==> config.mk <==
export PLATFORM = sky130hd
export DESIGN_NAME = inst_prefetch_queue
export DESIGN_NICKNAME = d
export VERILOG_FILES = /design/src/rtl/inst_prefetch_queue.sv
export SDC_FILE = /design/constraint.sdc
export NUM_CORES = 1
export LEC_CHECK = 0
export CAP_MARGIN = 20
export CORE_MARGIN = 3
export CORE_UTILIZATION = 51
export CTS_CLUSTER_DIAMETER = 80
export DETAILED_ROUTE_END_ITERATION = 10
export GPL_TIMING_DRIVEN = 1
export HOLD_SLACK_MARGIN = 0.02
export PLACE_DENSITY_LB_ADDON = 0.12
export SLEW_MARGIN = 30
export SYNTH_ARGS = -nofsm -noshare
export SYNTH_HDL_FRONTEND = slang
export SYNTH_SLANG_ARGS = --single-unit
export TNS_END_PERCENT = 1
==> constraint.sdc <==
create_clock -name clk -period 6.7 [get_ports clk]
set_clock_uncertainty 0.2 [all_clocks]
set_input_delay 2.01 -clock clk [delete_from_list [all_inputs] [get_ports clk]]
set_output_delay 2.01 -clock clk [all_outputs]
set_load 0.03 [all_outputs]
==> src/rtl/inst_prefetch_queue.sv <==
// Instruction prefetch queue.
// Fetches 16-bit instruction words over a single-outstanding req/ack
// memory handshake and buffers them in a small FIFO. The head word is
// presented split into IMM fields. A flush clears the FIFO, redirects
// the fetch address and discards any request already in flight.
//
// state | meaning
// ------+---------------------------------------------------------------
// IDLE  | no request outstanding; issues one when the FIFO has a free slot
// REQ   | live request outstanding; acked words are written to the FIFO
// DROP  | request outstanding from before a flush; its data is discarded
module inst_prefetch_queue #(
    parameter int DEPTH = 4,
    parameter int AW    = 16
) (
    input  logic                     clk,
    input  logic                     rst,
    input  logic                     flush,
    input  logic [AW-1:0]            flush_addr,
    output logic                     mem_req,
    output logic [AW-1:0]            mem_addr,
    input  logic                     mem_ack,
    input  logic [15:0]              mem_rdata,
    output logic                     inst_valid,
    output logic [15:0]              inst,
    output logic [AW-1:0]            inst_pc,
    output logic [11:0]              imm_lo,
    output logic [3:0]               imm_hi,
    input  logic                     inst_take,
    output logic [$clog2(DEPTH):0]   count
);

    localparam int PW = $clog2(DEPTH);
    localparam int CW = PW + 1;
    localparam logic [CW-1:0] DEPTH_C = CW'(DEPTH);
    localparam logic [CW:0]   DEPTH_W = (CW+1)'(DEPTH);

    typedef enum logic [1:0] {
        ST_IDLE = 2'd0,
        ST_REQ  = 2'd1,
        ST_DROP = 2'd2
    } state_t;

    state_t          state_q, state_d;
    logic [CW-1:0]   count_q, count_d;
    logic [PW-1:0]   rd_ptr_q, rd_ptr_d;
    logic [PW-1:0]   wr_ptr_q, wr_ptr_d;
    logic [AW-1:0]   fetch_pc_q, fetch_pc_d;
    logic            mem_req_q, mem_req_d;
    logic [AW-1:0]   mem_addr_q, mem_addr_d;
    logic [15:0]     data_q [DEPTH];
    logic [15:0]     data_d [DEPTH];
    logic [AW-1:0]   pc_q [DEPTH];
    logic [AW-1:0]   pc_d [DEPTH];

    logic            empty;
    logic            full;
    logic            pop;
    logic            push;
    logic [CW:0]     fill_after_ack;
    logic            room_after_ack;

    // FIFO status and the fill level an ack would leave behind this cycle
    always_comb begin
        empty          = (count_q == '0);
        full           = (count_q == DEPTH_C);
        pop            = inst_take && !empty && !flush;
        fill_after_ack = {1'b0, count_q} + (CW+1)'(1) - (CW+1)'(pop);
        room_after_ack = (fill_after_ack < DEPTH_W);
    end

    // State register
    always_ff @(posedge clk or posedge rst) begin
        if (rst) begin
            state_q <= ST_IDLE;
        end else begin
            state_q <= state_d;
        end
    end

    // Next-state logic; flush takes priority over every other event
    always_comb begin
        state_d = state_q;
        case (state_q)
            ST_IDLE: begin
                if (!flush && !full) begin
                    state_d = ST_REQ;
                end
            end
            ST_REQ: begin
                if (flush) begin
                    // An ack in the flush cycle retires the request, so
                    // nothing remains in flight to drop.
                    state_d = mem_ack ? ST_IDLE : ST_DROP;
                end else if (mem_ack && !room_after_ack) begin
                    state_d = ST_IDLE;
                end
            end
            ST_DROP: begin
                // A further flush only moves fetch_pc; the stale request
                // still has to be retired by its ack.
                if (mem_ack) begin
                    state_d = ST_IDLE;
                end
            end
            default: state_d = ST_IDLE;
        endcase
    end

    // Output logic: memory interface, fetch address and FIFO write enable
    always_comb begin
        mem_req_d  = mem_req_q;
        mem_addr_d = mem_addr_q;
        fetch_pc_d = fetch_pc_q;
        push       = 1'b0;
        case (state_q)
            ST_IDLE: begin
                if (!flush && !full) begin
                    mem_req_d  = 1'b1;
                    mem_addr_d = fetch_pc_q;
                end
            end
            ST_REQ: begin
                if (flush) begin
                    if (mem_ack) begin
                        mem_req_d = 1'b0;
                    end
                end else if (mem_ack) begin
                    push       = 1'b1;
                    fetch_pc_d = mem_addr_q + AW'(1);
                    if (room_after_ack) begin
                        mem_addr_d = mem_addr_q + AW'(1);
                    end else begin
                        mem_req_d = 1'b0;
                    end
                end
            end
            ST_DROP: begin
                if (mem_ack) begin
                    mem_req_d = 1'b0;
                end
            end
            default: begin
                mem_req_d = 1'b0;
            end
        endcase
        if (flush) begin
            fetch_pc_d = flush_addr;
        end
    end

    // FIFO storage, pointers and fill count
    always_comb begin
        data_d   = data_q;
        pc_d     = pc_q;
        wr_ptr_d = wr_ptr_q;
        rd_ptr_d = rd_ptr_q;
        count_d  = count_q;
        if (flush) begin
            wr_ptr_d = '0;
            rd_ptr_d = '0;
            count_d  = '0;
        end else begin
            if (push) begin
                data_d[wr_ptr_q] = mem_rdata;
                pc_d[wr_ptr_q]   = mem_addr_q;
                wr_ptr_d         = wr_ptr_q + PW'(1);
            end
            if (pop) begin
                rd_ptr_d = rd_ptr_q + PW'(1);
            end
            count_d = count_q + CW'(push) - CW'(pop);
        end
    end

    // Datapath registers
    always_ff @(posedge clk or posedge rst) begin
        if (rst) begin
            count_q    <= '0;
            rd_ptr_q   <= '0;
            wr_ptr_q   <= '0;
            fetch_pc_q <= '0;
            mem_req_q  <= 1'b0;
            mem_addr_q <= '0;
            for (int i = 0; i < DEPTH; i++) begin
                data_q[i] <= '0;
                pc_q[i]   <= '0;
            end
        end else begin
            count_q    <= count_d;
            rd_ptr_q   <= rd_ptr_d;
            wr_ptr_q   <= wr_ptr_d;
            fetch_pc_q <= fetch_pc_d;
            mem_req_q  <= mem_req_d;
            mem_addr_q <= mem_addr_d;
            for (int i = 0; i < DEPTH; i++) begin
                data_q[i] <= data_d[i];
                pc_q[i]   <= pc_d[i];
            end
        end
    end

    // Head-of-queue presentation, forced to zero when empty
    always_comb begin
        inst_valid = !empty;
        inst       = empty ? 16'h0000 : data_q[rd_ptr_q];
        inst_pc    = empty ? '0 : pc_q[rd_ptr_q];
        imm_lo     = inst[11:0];
        imm_hi     = inst[15:12];
        mem_req    = mem_req_q;
        mem_addr   = mem_addr_q;
        count      = count_q;
    end

endmodule

==> results.txt, run 1 <==
The post-cts repair resize count is 0, and the summed negative setup slack over all endpoints is 0 ps. Counting along the longest clock path gives a buffer depth of 2. Start-to-end type of the worst setup path: register to output port.

The synthesized netlist contains 58 unique library cells. Cells with a size suffix above 1 make up 12.9% of the layout. Counting the buffers created by CTS gives 17. The tools report the worst-case headroom to the max-slew limit as 36.3%. The initial utilization of the core area, before any placement, comes to 52.7%. For this block, the initial DRC count from the detailed router was 364. The run finished with clean final reports. The first global-routing pass estimated 30400 um of wire.

The first TritonRoute pass finished after 5 iterations. After clock tree synthesis, the clock-pin slew on the worst setup and hold paths is 60 ps. After detailed routing, the number of vias per cell comes to 5.79.

In this run the post-CTS setup repair buffer count came out at 0. Hold timing on the final database bottoms out at a slack of 288 ps. Actual slew at the worst max-slew pin: 952 ps. The tools report the number of warnings printed during yosys synthesis as 0. Routability-driven placement finished with a final weighted congestion of 0.828. The overall die area was 0.0182 mm^2; the total routing resource utilization after global routing was 21.7%. Clock tree synthesis found a total of 170 sinks. The analysis attributes to cell leakage a power of 4.51 nW. In this run the number of H-tree levels came out at 4. For the total half-perimeter wirelength after legalization and detailed placement, the log shows 11700 um. The share of the core filled with cells came out at 63.0%. The total number of nets in the final design is 756. Measured along the y axis, the die boundary spans 135 um. The core outline area was 0.0161 mm^2; the top-level I/O count was 106.

The total overflow left after global routing is 0. The largest total area in the synthesized netlist belongs to sky130_fd_sc_hd__dfrtp_1. The post-synthesis sequential element count is 170, and the area fraction of the dominant cell type after synthesis is 50.3%.

The post-synthesis cell count is 646, and the total wire length is 18800 um. The run gives 171 as the pin count of the biggest net entering global routing. DRC violations left: 0.

The cell sitting at the root of the clock tree is a sky130_fd_sc_hd__clkbuf_16. The commonest cells after synthesis are sky130_fd_sc_hd__dfrtp_1 (170), sky130_fd_sc_hd__mux2_1 (121), sky130_fd_sc_hd__and2_1 (32), sky130_fd_sc_hd__mux4_2 (32), sky130_fd_sc_hd__nand2_1 (25). IR analysis of the VDD net gives a maximum drop of 0.000235 V.

Along the worst path, the maximum fanout reaches 22. Each instance of the synthesized netlist takes up on average 13.1 um^2. Setup slack on the worst reg-to-reg path comes out at 3440 ps. In the synthesized netlist the dominant register cell turns out to be sky130_fd_sc_hd__dfrtp_1. The run gives 0.190 GHz as the maximum frequency from static timing analysis. The number of filler cells placed in the layout came out at 1224.

The initial antenna violation count was 0; the signal arrival time at the worst endpoint was 3050 ps. In the post-synthesis netlist, the biggest area contributors are sky130_fd_sc_hd__dfrtp_1 (50%), sky130_fd_sc_hd__mux2_1 (16%), sky130_fd_sc_hd__mux4_2 (8.5%). The worst hold path class is register to register. For the worst setup path, the data required time is 4490 ps. The run gives 0 as the hold violation count in the final report. Once detail routing completed, the nets flagged for antenna violations numbered 0. The number of max-slew violations in the final report is 0. The number of input and output port buffers inserted came out at 105. For the finished layout, the period the worst path requires is 5260 ps.

TritonCTS built the clock tree. The most frequently used cell type in the post-synthesis netlist is sky130_fd_sc_hd__dfrtp_1. The routed wirelength normalized by instance count works out to 20.0 um.

The summed instance area of the synthesized netlist was 0.00846 mm^2; the number of buffers added to fix hold violations after cts was 0. The share of the Yosys chip area taken by registers is 50.3%. The die extent in x was 135 um; the total of endpoints with negative setup slack in the final report was 0. Yosys mapped a number of flops with a built-in enable equal to 0.

The run gives 0.00426 mm^2 as the area used by sequential logic in the layout. Latest clock arrival within the worst-skew pair: 430 ps. The tools report the kind of start point of the critical path as a register. After layout, the worst path uses 78.6% of the clock period. Compared with the post-synthesis result, the final layout area differs by 19.5%.

Fraction of registers with async set or reset after synthesis: 100%. STA classifies the critical path endpoint as an output port. Power spread over the standard cell area amounts to 472 mW/mm^2. The antenna diode instance count is 0, and the area of the multi-input gates is 0.00376 mm^2. The tool flagged a number of max-cap violations equal to 0.

The tools report the via count of the first global-routing pass as 5585. Across all layers, the routed design uses 5435 vias. For the number of rows created at floorplan, the log shows 46. Setup repair after global routing left no endpoint under its margin. Counting every net in the synthesized netlist gives 691.
-- flip-flops by register name, indices dropped and copies added, names as in the netlist --
| register | flops |
|---|---|
| data_q | 64 |
| pc_q | 64 |
| fetch_pc_q | 16 |
| state_q | 2 |
| wr_ptr_q | 2 |
| mem_addr | 16 |
| mem_req | 1 |
| rd_ptr_q | 2 |
| count | 3 |
-- path summary, 6_finish.rpt --
path                        startpoint             end  depth (start not counted)
max in group asynchronous          rst  fetch_pc_q[11]                          4
min                            pc_q[7]         pc_q[7]                          1
max reg2reg                 state_q[0]        count[2]                         11
min in group asynchronous          rst       data_q[8]                          3
max                        rd_ptr_q[0]       imm_lo[9]                          4
min reg2reg                    pc_q[7]         pc_q[7]                          1
-- placed cells by master (no fill, tap or decap), types with 4 or more instances in the layout --
cell	netlist	routed
sky130_fd_sc_hd__and2_1	32	32
sky130_fd_sc_hd__nand2_1	25	25
sky130_fd_sc_hd__nor4_1	4	4
sky130_fd_sc_hd__o31ai_1	4	4
sky130_fd_sc_hd__nand3_1	6	6
sky130_fd_sc_hd__mux4_2	32	32
sky130_fd_sc_hd__nor3_1	8	8
sky130_fd_sc_hd__o211ai_1	14	14
sky130_fd_sc_hd__inv_1	10	9
sky130_fd_sc_hd__buf_4	17	4
sky130_fd_sc_hd__xor2_1	5	5
sky130_fd_sc_hd__ha_1	7	7
sky130_fd_sc_hd__a31oi_1	5	5
sky130_fd_sc_hd__nor2_1	19	19
sky130_fd_sc_hd__o21ai_0	19	19
sky130_fd_sc_hd__clkbuf_16	0	17
sky130_fd_sc_hd__mux2_2	8	8
sky130_fd_sc_hd__bufinv_16	0	5
sky130_fd_sc_hd__a21oi_1	12	12
sky130_fd_sc_hd__nand4_1	9	9
sky130_fd_sc_hd__nand3b_1	7	7
sky130_fd_sc_hd__mux2i_1	5	5
sky130_fd_sc_hd__mux2_1	121	121
sky130_fd_sc_hd__xnor2_1	10	10
sky130_fd_sc_hd__dfrtp_1	170	169
sky130_fd_sc_hd__clkdlybuf4s50_1	0	105
-- through the flow --
step / setup WS (ps) / power, mW / instances / instance area [um^2]
after floorplan: 2320 / 3.06 / 646 / 8460
after global placement: 1670 / 3.66 / 907 / 9420
after detailed placement: 1550 / 3.73 / 907 / 9420
after CTS: 1340 / 4.82 / 938 / 10100
after global routing: 1240 / 5.04 / 939 / 10100
final: 1440 / 4.78 / 939 / 10100
-- power by group --
group	internal [mW]	switching (mW)	leakage, nW
Clock	0.665	0.410	0.309
Combinational	0.949	1.07	1.99
Sequential	1.35	0.338	2.20
Total	2.96	1.82	4.51
-- per-layer routing --
| metal | GRT usage (%) | part of all wire (%) | up-vias |
|---|---|---|---|
| met5 | 0 | 0 | - |
| met4 | 7.24 | 1.4 | 0 |
| met3 | 4.40 | 4.4 | 23 |
| met2 | 34.7 | 49 | 160 |
| met1 | 29.9 | 45 | 2800 |
| li1 | - | - | 2452 |
-- worst max-delay path, stage by stage (launching register included) --
cell	delay, ps
sky130_fd_sc_hd__dfrtp_2	880
sky130_fd_sc_hd__buf_4	410
sky130_fd_sc_hd__mux4_2	540
sky130_fd_sc_hd__and2_1	190
sky130_fd_sc_hd__clkdlybuf4s50_1	600
-- layout make-up --
type | count | share of cell area, %
Clock buffer | 18 | 4.24
Sequential cell | 170 | 42.1
Tap cell | 216 | 2.67
Inverter | 13 | 0.520
Timing Repair Buffer | 111 | 11.2
Multi-Input combinational cell | 398 | 37.2
Clock inverter | 13 | 2.14
-- cell families after synthesis --
logic type | count (synthesis) | share of synthesized area [%]
muxes | 166 | 26.3
adders and majority gates | 8 | 1.27
AOI/OAI and AO/OA | 72 | 5.77
buffers and inverters | 78 | 5.47
xor gates and xnor gates | 15 | 1.55
and+or+nand+nor | 137 | 9.35
DFF | 170 | 50.3
Power figures use the tool's default switching activity.
==> run 2: changes to the inputs <==
- CORE_UTILIZATION: 51 -> 56
- clock period: 6.7 -> 4.9 ns (I/O delays scaled with it)
==> run 2 against run 1 <==
  * Non-clock buffer count grew 7
  * Final cell count shrank 2.6%
  * Sequential cell count unchanged
  * First-iteration DRC count is 22% higher
  * Routed wire length decreased by 2.9%
  * Power up 34%
  * Highest routed layer unchanged
==> results.txt, run 2 (synthesis results as in run 1) <==
Derived from the worst setup path, the maximum achievable clock frequency is 0.240 GHz. The latest clock arrival within the worst-skew pair was 420 ps; the height of the chip was 129 um. Gates resized during post-CTS repair numbered 0. For this design the total switching power over the nets is 2.45 mW. In this run the worst path has a maximum fanout of 32. The number of sinks driven by the clock tree is 170. Static leakage: 4.48 nW. The tree is rooted in a sky130_fd_sc_hd__clkbuf_16. The tools report the number of max-slew violations in the final report as 0. In this run the remaining antenna-violating nets after routing total 0.

For this design, the slowest cell found on the critical path is sky130_fd_sc_hd__clkdlybuf4s50_1. The run gives 0.0101 mm^2 as the post-route standard cell area excluding fillers. For the core outline area, the log shows 0.0146 mm^2.

The routed via count divided by cell count was 6.05; the areal power density over the cells was 633 mW/mm^2. The total routing resource utilization after global routing is 23.4%. The internal power summed over all cells was 3.94 mW; the number of input and output port buffers inserted was 105. The net switching fraction of the power is 38.3%, and the iteration count of the initial detailed-routing pass is 5. Of the total power, registers draw 35.4%. The sum of buffers and inverters on the critical path was 2; the die extent in x was 129 um. The logs give 0 for the initial antenna violation count and 0 for the buffers inserted during post-CTS setup optimization. The number of rows created at floorplan is 44, and the overall die area is 0.0166 mm^2. At the end of routability-driven placement, the weighted congestion stood at 0.826. The residual overflow from global routing was 0; the initial DRC count was 443.

On the worst path, the slowest cell contributes a delay of 580 ps. The first global-routing pass estimated 30300 um of wire. The tools report the type of element capturing the critical path as an output port. TritonCTS built the clock tree.

The vias after detailed routing is 5535. The total clock buffers created by CTS was 17; the area used by sequential logic in the layout was 0.00426 mm^2. The total number of nets in the final design is 763.

The run gives 0.00950 mm^2 as the post-placement cell area. The critical path is of the register to output port type. The run gives 0 as the max-cap violation count.

The tools report the relative contribution of the clock network to total power as 20.6%. The cell family contributing the most delay on the critical path is buffers and inverters. The flow ran to the end, and the final reports show no timing, DRC or antenna violations. Entering global routing, the biggest net connects 65 pins. The total wire length came out at 18200 um.

The final clock period utilization by the worst path works out to 84.9%. Traced cell by cell, the critical path runs through buf_4, mux4_2, and2_1, clkdlybuf4s50_1. 106 I/O pins were placed. Worst hold path class: register to register.

In the final timing run, aggregate negative setup slack is 0 ps. Hold violation count in the final report: 0. The total half-perimeter wirelength after legalization and detailed placement is 11800 um. Setup slack closes at 740 ps. The largest registers in the layout are data_q x64, pc_q x64. The via count of the first global-routing pass is 5803, and the DRC violations left is 0. The clock-pin slew on the worst setup and hold paths came out at 60 ps. The area growth from synthesis to layout is 19.2%. Data on the critical path is required at its endpoint by 3230 ps.

The routed design could run at a clock period as short as 4160 ps. The post-route netlist has 13.4% of its cells at a drive strength greater than 1. Depth of the CTS H-tree: 4.

After clock tree synthesis, the flow added hold-fix buffers numbering 0. The clock passes through at most 2 buffers. The filler cells instantiated in the layout total 1060. The share of total power dissipated in combinational logic is 44.0%. The library cells used most frequently in the layout, excluding fill and tap cells, are sky130_fd_sc_hd__dfrtp_1 (169), sky130_fd_sc_hd__mux2_1 (121), sky130_fd_sc_hd__clkdlybuf4s50_1 (105), sky130_fd_sc_hd__mux4_2 (32), sky130_fd_sc_hd__and2_1 (32).

For this configuration, the core starts out at a cell density of 57.8%. The kind of start point of the critical path was a register. For the pin with the worst max-slew slack, the measured transition is 781 ps. In the final routed layout, each cell accounts on average for 19.9 um.

The worst-case headroom to the max-slew limit is 47.7%. Hold timing on the final database bottoms out at a slack of 287 ps. The logs give 0.000374 V for the maximum vdd drop and 0 for the total of endpoints with negative setup slack in the final report.

The repair_antennas step left the layout with diodes totalling 0. For the worst setup path, the data arrival time is 2490 ps. Prior to clock tree synthesis, the placed netlist has a worst setup slack of 492 ps.

Setup repair after global routing left no endpoint under its margin. In the final layout, the multi-input gates occupy 0.00374 mm^2. The library cell used most frequently in the layout, excluding fill and tap cells, is sky130_fd_sc_hd__dfrtp_1.
## run 2: cell types whose count changed in the layout (fill, tap and decap cells not counted), moves of 3 or more
cell,before,now
sky130_fd_sc_hd__buf_4,4,7
sky130_fd_sc_hd__buf_12,1,6
sky130_fd_sc_hd__nand2_2,2,5
sky130_fd_sc_hd__bufinv_16,5,2
sky130_fd_sc_hd__nand2_4,3,0
## run 2: layout make-up
type	instances	area share [%]
Sequential cell	170	42.2
Multi-Input combinational cell	398	37.1
Timing Repair Buffer	118	12.1
Clock buffer	22	4.60
Tap cell	184	2.28
Clock inverter	10	1.17
Inverter	13	0.521
## run 2: path summary, 6_finish.rpt
path / depth (start not counted) / startpoint / slack (ps) / end
worst max-delay path: 4 / rd_ptr_q[1] / 740 / inst_pc[10]
worst min register to register: 1 / pc_q[30] / 290 / pc_q[30]
worst max register to register: 11 / state_q[0] / 1950 / count[2]
min in group asynchronous: 2 / rst / 1210 / data_q[42]
worst min-delay path: 1 / pc_q[30] / 290 / pc_q[30]
max in group asynchronous: 3 / rst / 2470 / pc_q[12]
## run 2: power by group through the flow
stage	Sequential, mW	Combinational (mW)	Clock, mW
2_1_floorplan	2.20	1.99	0
5_1_grt	2.33	3.04	1.40
4_1_cts	2.26	2.84	1.34
3_5_place_dp	2.28	2.83	0
3_3_place_gp	2.24	2.78	0
6_report	2.26	2.81	1.32
## run 2: stage by stage
stage	cells	power, mW	utilization, %
floorplan	646	4.19	-
global placement	883	5.02	64.9
detailed placement	883	5.11	64.9
CTS	915	6.44	68.9
global route	915	6.76	68.9
finish	915	6.39	68.9
## run 2: metal layers
layer | GRT usage, % | part of all wire [%] | up-vias
li1 | - | - | 2466
met2 | 37.1 | 48 | 168
met3 | 5.52 | 5.1 | 23
met5 | 0 | 0 | -
met4 | 7.35 | 1.5 | 0
met1 | 32.4 | 45 | 2878
## run 2: worst register-to-register path, cell delays in order (launching register included)
cell and delay (ps):
sky130_fd_sc_hd__dfrtp_1 640, sky130_fd_sc_hd__nand3b_4 140, sky130_fd_sc_hd__nor2_4 240, sky130_fd_sc_hd__clkinv_1 280
sky130_fd_sc_hd__ha_1 360, sky130_fd_sc_hd__inv_1 50, sky130_fd_sc_hd__ha_1 120, sky130_fd_sc_hd__inv_1 50
sky130_fd_sc_hd__fa_1 360, sky130_fd_sc_hd__xor2_1 180, sky130_fd_sc_hd__xnor2_1 140, sky130_fd_sc_hd__nor2_1 50
